[src/rtl/hssl_link_pkg.sv]
// Shared definitions for the HSSL link controller: state encoding, default
// timing constants, retry-counter width and counter-width helpers.
// Optional feature macro used by the controller: HSSL_LINK_WDOG_EN.
package hssl_link_pkg;

    // FSM state encoding (also driven on state_out)
    localparam int unsigned STATE_W = 3;
    localparam logic [2:0] ST_IDLE      = 3'd0;
    localparam logic [2:0] ST_GT_RST    = 3'd1;
    localparam logic [2:0] ST_WAIT_SYNC = 3'd2;
    localparam logic [2:0] ST_WAIT_HSHK = 3'd3;
    localparam logic [2:0] ST_UP        = 3'd4;
    localparam logic [2:0] ST_BACKOFF   = 3'd5;
    localparam logic [2:0] ST_FAIL      = 3'd6;

    // Default timing constants
    localparam int unsigned DEF_RST_CYCLES     = 16;
    localparam int unsigned DEF_STABLE_CYCLES  = 64;
    localparam int unsigned DEF_TIMEOUT_CYCLES = 1048576;
    localparam int unsigned DEF_BACKOFF_CYCLES = 1024;
    localparam int unsigned DEF_MAX_RETRIES    = 8;
    localparam int unsigned DEF_WDOG_CYCLES    = 65536;

    // Retry counter width and saturation value
    localparam int unsigned          RETRY_W   = 4;
    localparam logic [RETRY_W-1:0]   RETRY_SAT = 4'd15;

    // Sync status encoding of loss_of_sync_state_in
    localparam logic [1:0] SYNC_OK = 2'b00;

    function automatic int unsigned max2(input int unsigned a, input int unsigned b);
        return (a > b) ? a : b;
    endfunction

    // Bits needed to hold values 0..n (at least 1)
    function automatic int unsigned cnt_width(input int unsigned n);
        int unsigned w;
        w = $clog2(n + 1);
        return (w < 1) ? 1 : w;
    endfunction

endpackage

[src/rtl/hssl_link_timer.sv]
// Phase down-counter shared by all FSM states.
// Ports:
//   clk    - clock
//   reset  - synchronous active-low reset
//   load   - reload counter with value (takes priority over counting)
//   value  - reload value (cycles remaining minus one)
//   done   - registered, high while the counter holds zero
// The counter stops at zero and never wraps.
module hssl_link_timer #(
    parameter int unsigned WIDTH = 8
) (
    input  logic             clk,
    input  logic             reset,
    input  logic             load,
    input  logic [WIDTH-1:0] value,
    output logic             done
);

    logic [WIDTH-1:0] cnt_q;
    logic [WIDTH-1:0] cnt_d;

    // Next count: reload, else decrement until zero
    always_comb begin
        cnt_d = cnt_q;
        if (load) begin
            cnt_d = value;
        end else if (cnt_q != '0) begin
            cnt_d = cnt_q - WIDTH'(1);
        end
    end

    // Count register; done tracks the registered count
    always_ff @(posedge clk) begin
        if (!reset) begin
            cnt_q <= '0;
            done  <= 1'b1;
        end else begin
            cnt_q <= cnt_d;
            done  <= (cnt_d == '0);
        end
    end

endmodule

[src/rtl/hssl_link_controller.sv]
// HSSL link bring-up controller: resets the transceiver, waits for stable
// sync, runs the handshake, supervises the link and retries with backoff.
// Optional rx-inactivity watchdog in UP enabled by macro HSSL_LINK_WDOG_EN.
// Ports:
//   clk                    - clock
//   reset                  - synchronous active-low reset
//   enable_in              - link enable (low forces IDLE)
//   loss_of_sync_state_in  - 00 sync, 01 resync, 10 loss
//   handshake_complete_in  - handshake done
//   version_mismatch_in    - peer version mismatch
//   rx_activity_in         - received-frame valid strobe (watchdog only)
//   gt_reset_out           - transceiver reset
//   hssl_reset_out         - serial-link interface reset
//   stop_out               - frame-transmitter stop
//   link_up_out            - link usable (UP only)
//   state_out              - current state encoding
//   retry_cnt_out          - consecutive retries, saturating
//   error_out              - sticky failure flag
module hssl_link_controller
    import hssl_link_pkg::*;
#(
    parameter int unsigned RST_CYCLES     = DEF_RST_CYCLES,
    parameter int unsigned STABLE_CYCLES  = DEF_STABLE_CYCLES,
    parameter int unsigned TIMEOUT_CYCLES = DEF_TIMEOUT_CYCLES,
    parameter int unsigned BACKOFF_CYCLES = DEF_BACKOFF_CYCLES,
    parameter int unsigned MAX_RETRIES    = DEF_MAX_RETRIES,
    parameter int unsigned WDOG_CYCLES    = DEF_WDOG_CYCLES
) (
    input  logic               clk,
    input  logic               reset,
    input  logic               enable_in,
    input  logic [1:0]         loss_of_sync_state_in,
    input  logic               handshake_complete_in,
    input  logic               version_mismatch_in,
    input  logic               rx_activity_in,
    output logic               gt_reset_out,
    output logic               hssl_reset_out,
    output logic               stop_out,
    output logic               link_up_out,
    output logic [STATE_W-1:0] state_out,
    output logic [RETRY_W-1:0] retry_cnt_out,
    output logic               error_out
);

`ifdef HSSL_LINK_WDOG_EN
    localparam int unsigned MAX_CYCLES = max2(max2(max2(RST_CYCLES, STABLE_CYCLES),
                                                   max2(TIMEOUT_CYCLES, BACKOFF_CYCLES)),
                                              WDOG_CYCLES);
`else
    localparam int unsigned MAX_CYCLES = max2(max2(RST_CYCLES, STABLE_CYCLES),
                                              max2(TIMEOUT_CYCLES, BACKOFF_CYCLES));
`endif
    localparam int unsigned TW = cnt_width(MAX_CYCLES);
    localparam int unsigned SW = cnt_width(STABLE_CYCLES);
    localparam logic [SW-1:0] STABLE_LAST = SW'(STABLE_CYCLES - 1);

    logic [STATE_W-1:0] state_q;
    logic [STATE_W-1:0] state_d;
    logic [SW-1:0]      stable_q;
    logic [SW-1:0]      stable_d;
    logic [RETRY_W-1:0] retry_d;
    logic               error_d;
    logic               gt_reset_d;
    logic               hssl_reset_d;
    logic               stop_d;
    logic               link_up_d;
    logic               entering_c;
    logic               tmr_load_c;
    logic [TW-1:0]      tmr_value_c;
    logic               tmr_done;
    logic               sync_ok_c;

    assign sync_ok_c = (loss_of_sync_state_in == SYNC_OK);

`ifndef HSSL_LINK_WDOG_EN
    // Watchdog inputs are intentionally ignored in this build
    logic unused_wdog;
    assign unused_wdog = ^{rx_activity_in, 32'(WDOG_CYCLES)};
`endif

    // Shared phase timer, reloaded on every state entry
    hssl_link_timer #(
        .WIDTH (TW)
    ) u_timer (
        .clk   (clk),
        .reset (reset),
        .load  (tmr_load_c),
        .value (tmr_value_c),
        .done  (tmr_done)
    );

    // Next-state, entry actions and next output values
    always_comb begin
        state_d      = state_q;
        stable_d     = '0;
        retry_d      = retry_cnt_out;
        error_d      = error_out;
        gt_reset_d   = 1'b0;
        hssl_reset_d = 1'b1;
        stop_d       = 1'b1;
        link_up_d    = 1'b0;
        tmr_value_c  = '0;

        case (state_q)
            ST_IDLE: begin
                if (enable_in) state_d = ST_GT_RST;
            end
            ST_GT_RST: begin
                if (tmr_done) state_d = ST_WAIT_SYNC;
            end
            ST_WAIT_SYNC: begin
                // Any non-00 sync value restarts the stability count
                if (sync_ok_c && (stable_q == STABLE_LAST)) begin
                    state_d = ST_WAIT_HSHK;
                end else if (tmr_done) begin
                    state_d = ST_BACKOFF;
                end else if (sync_ok_c) begin
                    stable_d = stable_q + SW'(1);
                end
            end
            ST_WAIT_HSHK: begin
                if (version_mismatch_in)        state_d = ST_FAIL;
                else if (!sync_ok_c)            state_d = ST_BACKOFF;
                else if (handshake_complete_in) state_d = ST_UP;
                else if (tmr_done)              state_d = ST_BACKOFF;
            end
            ST_UP: begin
                if (!sync_ok_c || !handshake_complete_in) state_d = ST_BACKOFF;
`ifdef HSSL_LINK_WDOG_EN
                else if (tmr_done)                        state_d = ST_BACKOFF;
`endif
            end
            ST_BACKOFF: begin
                if (tmr_done) begin
                    state_d = (32'(retry_cnt_out) >= MAX_RETRIES) ? ST_FAIL : ST_GT_RST;
                end
            end
            ST_FAIL: begin
                state_d = ST_FAIL;
            end
            default: begin
                state_d = ST_IDLE;
            end
        endcase

        if (!enable_in) state_d = ST_IDLE;
        if (state_d != ST_WAIT_SYNC) stable_d = '0;

        entering_c = (state_d != state_q);

        // Retry/error bookkeeping on entry
        if (state_d == ST_IDLE) begin
            retry_d = '0;
            error_d = 1'b0;
        end
        if (entering_c && (state_d == ST_BACKOFF) && (retry_cnt_out != RETRY_SAT)) begin
            retry_d = retry_cnt_out + RETRY_W'(1);
        end
        if (entering_c && (state_d == ST_UP)) retry_d = '0;
        if (state_d == ST_FAIL) error_d = 1'b1;

`ifdef HSSL_LINK_WDOG_EN
        // Each rx strobe in UP restarts the inactivity window
        tmr_load_c = entering_c || ((state_q == ST_UP) && rx_activity_in);
`else
        tmr_load_c = entering_c;
`endif

        // Timer reload value and outputs for the state being entered
        case (state_d)
            ST_IDLE: begin
                gt_reset_d = 1'b1;
            end
            ST_GT_RST: begin
                gt_reset_d  = 1'b1;
                tmr_value_c = TW'(RST_CYCLES - 1);
            end
            ST_WAIT_SYNC: begin
                tmr_value_c = TW'(TIMEOUT_CYCLES - 1);
            end
            ST_WAIT_HSHK: begin
                hssl_reset_d = 1'b0;
                tmr_value_c  = TW'(TIMEOUT_CYCLES - 1);
            end
            ST_UP: begin
                hssl_reset_d = 1'b0;
                stop_d       = 1'b0;
                link_up_d    = 1'b1;
`ifdef HSSL_LINK_WDOG_EN
                tmr_value_c  = TW'(WDOG_CYCLES - 1);
`endif
            end
            ST_BACKOFF: begin
                tmr_value_c = TW'(BACKOFF_CYCLES - 1);
            end
            default: begin
                gt_reset_d = 1'b0;
            end
        endcase
    end

    // State, counters and registered outputs
    always_ff @(posedge clk) begin
        if (!reset) begin
            state_q        <= ST_IDLE;
            stable_q       <= '0;
            state_out      <= ST_IDLE;
            retry_cnt_out  <= '0;
            error_out      <= 1'b0;
            gt_reset_out   <= 1'b1;
            hssl_reset_out <= 1'b1;
            stop_out       <= 1'b1;
            link_up_out    <= 1'b0;
        end else begin
            state_q        <= state_d;
            stable_q       <= stable_d;
            state_out      <= state_d;
            retry_cnt_out  <= retry_d;
            error_out      <= error_d;
            gt_reset_out   <= gt_reset_d;
            hssl_reset_out <= hssl_reset_d;
            stop_out       <= stop_d;
            link_up_out    <= link_up_d;
        end
    end

endmodule
[config.mk]
export PLATFORM = sky130hd
export DESIGN_NAME = hssl_link_controller
export DESIGN_NICKNAME = d
export VERILOG_FILES = /design/src/rtl/hssl_link_pkg.sv /design/src/rtl/hssl_link_timer.sv /design/src/rtl/hssl_link_controller.sv
export SDC_FILE = /design/constraint.sdc
export NUM_CORES = 1
export LEC_CHECK = 0
export CORE_MARGIN = 2
export CORE_UTILIZATION = 55
export DETAILED_ROUTE_END_ITERATION = 10
export GPL_TIMING_DRIVEN = 0
export PLACE_DENSITY = 0.76
export SLEW_MARGIN = 25
export SYNTH_ARGS = -nofsm -noshare
export SYNTH_HDL_FRONTEND = slang
export SYNTH_SLANG_ARGS = --single-unit
export TNS_END_PERCENT = 100
[constraint.sdc]
create_clock -name clk -period 6.15 [get_ports clk]
set_input_delay 1.845 -clock clk [delete_from_list [all_inputs] [get_ports clk]]
set_output_delay 1.845 -clock clk [all_outputs]
set_load 0.02 [all_outputs]
==> reports/results.txt <==
outcome = finished clean
count of cell types in the netlist = 64
Crit path depth = 9
Critical Path Source Type = input pin
layout cells sized above 1 = 0.09384
worst skew pair latency = 290 ps
WL final = 5951 microns
CTS tree = built
reg2reg setup slack = 3430 ps
hold path start = stable_q[0]$_SDFF_PP0_
reg2reg end = u_timer.cnt_q[16]$_SDFF_PN0_
synth warn = 0
DR vias = 2444
crit path capture type = register
Via density = 6.219
DRT met1 WL = 2855 microns
Sink Count = 41
area share of the largest cell type after synthesis = 0.3238
Worst Hold End = stable_q[0]$_SDFF_PP0_
clk_skew = 7.821 ps
fin nets = 354
Die X = 71.89 microns
post-synth top area cell = dfxtp_1
Top Layer Used = met4
CORE AREA = 0.004384 sq mm
Max Buffers Root-to-Sink = 2
# hold bufs at CTS = 0
number of synthesized flops with an enable pin = 0
Required @ worst endpoint = 6310 ps
Slew @ Worst Pin = 755.5 ps
CP Max Fanout = 10
most common cell after layout, fill and taps aside = dfxtp_1
mux cell area share after synthesis = 0.004442
post-synthesis sequential area ratio = 0.3238
met3 wire length = 297 microns
PwrDens = 324.7 mW/mm^2
class of the tightest hold or removal check = register to register
# resized after CTS = 0
Post-Synth XOR/XNOR Area = 0.05183
# diodes = 0
Max Cap Violations = 0
Slew Limit Fails = 0
post-synthesis instance total = 316
initial drt markers = 226
setup TNS = 0 ps
final count of negative-setup-slack endpoints = 0
Crit path largest cell delay = 570 ps
WL met2 = 2738 microns
peak supply drop = 0.0001701 V
total gr overflow = 0
post-synthesis register bit count = 41
FMAX = 0.2362 GHz
R2R cell count = 9
post-route antenna net violation count = 0
largest net degree at the start of global routing = 13
Top Ports = 20
H-tree levels = 2
GPL Wtd Cong = 0.9634
Critical Path, Cell by Cell = clkdlybuf4s50_1 > or4b_1 > nor2_1 > o32ai_1 > a21boi_2 > xnor2_1 > o21ai_1 > buf_2 > a21oi_1
Slowest-stage cell, CP = or4b_1
initial antenna violation count = 0
final hold vios = 0
Reg clk slew, reported paths = 80 ps
Leakage = 1.016 nW
Starting Density = 0.5782
Die H = 71.89 microns
hold path depth = 1
# rows = 24
syn_nets = 329
synthesized area = 0.002535 sq mm
RSZ-0062 raised after global routing = no
Synth Area in Simple Gates = 0.3179
Root Buffer Master = clkbuf_8
first-pass GRT wire length = 10350 microns
post-synthesis compound-gate area fraction = 0.2305
largest cells by area after synthesis = dfxtp_1, nand2_1, a21oi_1, nor2_1, nand3_1
DIE AREA = 0.005168 sq mm
Top delay family on crit path = compound AO/OA/AOI/OAI gates
Cells after DPL = 386
Buf+Inv Stages, Crit Path = 2
critical path arrival = 4400 ps
post-synthesis adder-cell area fraction = 0.02468
main flop type after synthesis = dfxtp_1
Layout area overhead = 14.02%
# port buffers = 18
DRT Pass-1 Iters = 4
Routed wire per std cell = 15.14 microns
Inserted Clock Buffers = 5
# Post-CTS Setup Buffers = 0
ys async rst share = 0
worst r2r src = state_q[1]$_SDFF_PN0_
vias in the first global route = 2279
GR Util All Layers = 0.2501
period utilization = 0.6885
DP Wirelength = 4434 microns
critical path type = input pin to register
drc violations = 0
largest family of logic cells by synthesized area = simple AND/OR/NAND/NOR gates
min Tclk post-route = 4234 ps
Slew headroom = 0.4941
syn avg cell area = 8.022 sq um
Finished Layout Cells = 393
commonest cells after routing, fill and taps aside = dfxtp_1, nand2_1, nor2_1, a21oi_1
-- stage by stage --
stage	power [W]	hold slack, ps	cell area (sq um)	utilization	setup WS, ps
2_1_floorplan	0.0006365	417.6	2535	-	2507
3_3_place_gp	0.0007163	436.4	2780	0.6341	1683
3_5_place_dp	0.0007227	439.8	2786	0.6356	1639
4_1_cts	0.0009360	456.9	2890	0.6592	1944
5_1_grt	0.0009982	477.6	2890	0.6592	1784
6_report	0.0009384	460.5	2890	0.6592	1916
-- state kept, by name, indices dropped and copies added, names as in the netlist --
name            count
u_timer.cnt_q      21
stable_q            7
retry_cnt_out       4
state_q             3
error_out           1
gt_reset_out        1
hssl_reset_out      1
link_up_out         1
stop_out            1
u_timer.done        1
-- cells in the mapped netlist, types with 2 or more instances --
library cell  number
or4_1              4
nand3b_1           2
a211oi_1           2
and3b_1            3
nor4_1             4
o211ai_1           8
a21boi_2           2
nor3_1             8
buf_4              2
nand4_1            6
or3_1              3
buf_2              5
o32ai_1            3
a21boi_1           2
nor2_1            26
o21ai_0           11
o21bai_1           2
dfxtp_1           41
or4_4              2
a211o_1            3
o21a_1             2
nor2b_1            4
nand2b_1           8
clkbuf_1           4
inv_1             13
nand3_1           18
and2_1             6
ha_1               5
nand2_1           36
xnor2_1            9
a31oi_1           12
a21oi_1           23
xor2_1             6
-- worst max path at each step --
stage | slack (ps) | from | end
after floorplan | 2510 | loss_of_sync_state_in[1] | u_timer.cnt_q[10]$_SDFF_PN0_
after global placement | 1680 | loss_of_sync_state_in[1] | u_timer.cnt_q[15]$_SDFF_PN0_
after detailed placement | 1640 | loss_of_sync_state_in[1] | u_timer.cnt_q[16]$_SDFF_PN0_
after CTS | 1940 | loss_of_sync_state_in[1] | u_timer.cnt_q[16]$_SDFF_PN0_
after global routing | 1780 | loss_of_sync_state_in[1] | retry_cnt_out[2]$_SDFFE_PP0P_
final | 1920 | loss_of_sync_state_in[1] | u_timer.cnt_q[16]$_SDFF_PN0_
-- per-layer routing --
metal  up-vias  GRT usage
met2        68     0.3817
met3         8    0.04861
li1       1208          -
met4         0    0.09434
met1      1160     0.3514
met5         -          0
-- worst register-to-register path: stages (launching register included) --
cell and delay, ps:
dfxtp_1 330, buf_2 200, nand2b_1 180, a21oi_1 80, o32ai_1 580, a21boi_2 220, xnor2_1 170, o21ai_1 420
buf_2 320, a21oi_1 100
-- where the power goes --
group	total, W	switching (W)	leakage (nW)	internal [W]
clock	0.000212	0.0000938	0.0540	0.000118
combinational	0.000396	0.000230	0.628	0.000166
sequential	0.000331	0.0000398	0.334	0.000291
total	0.000938	0.000363	1.02	0.000575
-- logic make-up after synthesis --
| logic type | after synthesis |
|---|---|
| buffers and inverters | 26 |
| XOR/XNOR | 15 |
| multiplexers | 1 |
| AO/OA/AOI/OAI | 85 |
| AND/OR/NAND/NOR | 143 |
| adder cells (fa/ha/maj) | 5 |
| flip-flops | 41 |
-- final cells by class --
| class | count | area (sq um) |
|---|---|---|
| clock inverter | 2 | 35.03 |
| clock buffer | 5 | 68.82 |
| tap | 52 | 65.06 |
| multi-input combinational | 249 | 1602 |
| sequential | 41 | 820.8 |
| fill | 392 | 1494 |
| buffer | 12 | 66.31 |
| inverter | 14 | 52.55 |
| timing repair buffer | 18 | 180.2 |
Power figures use the tool's default switching activity.
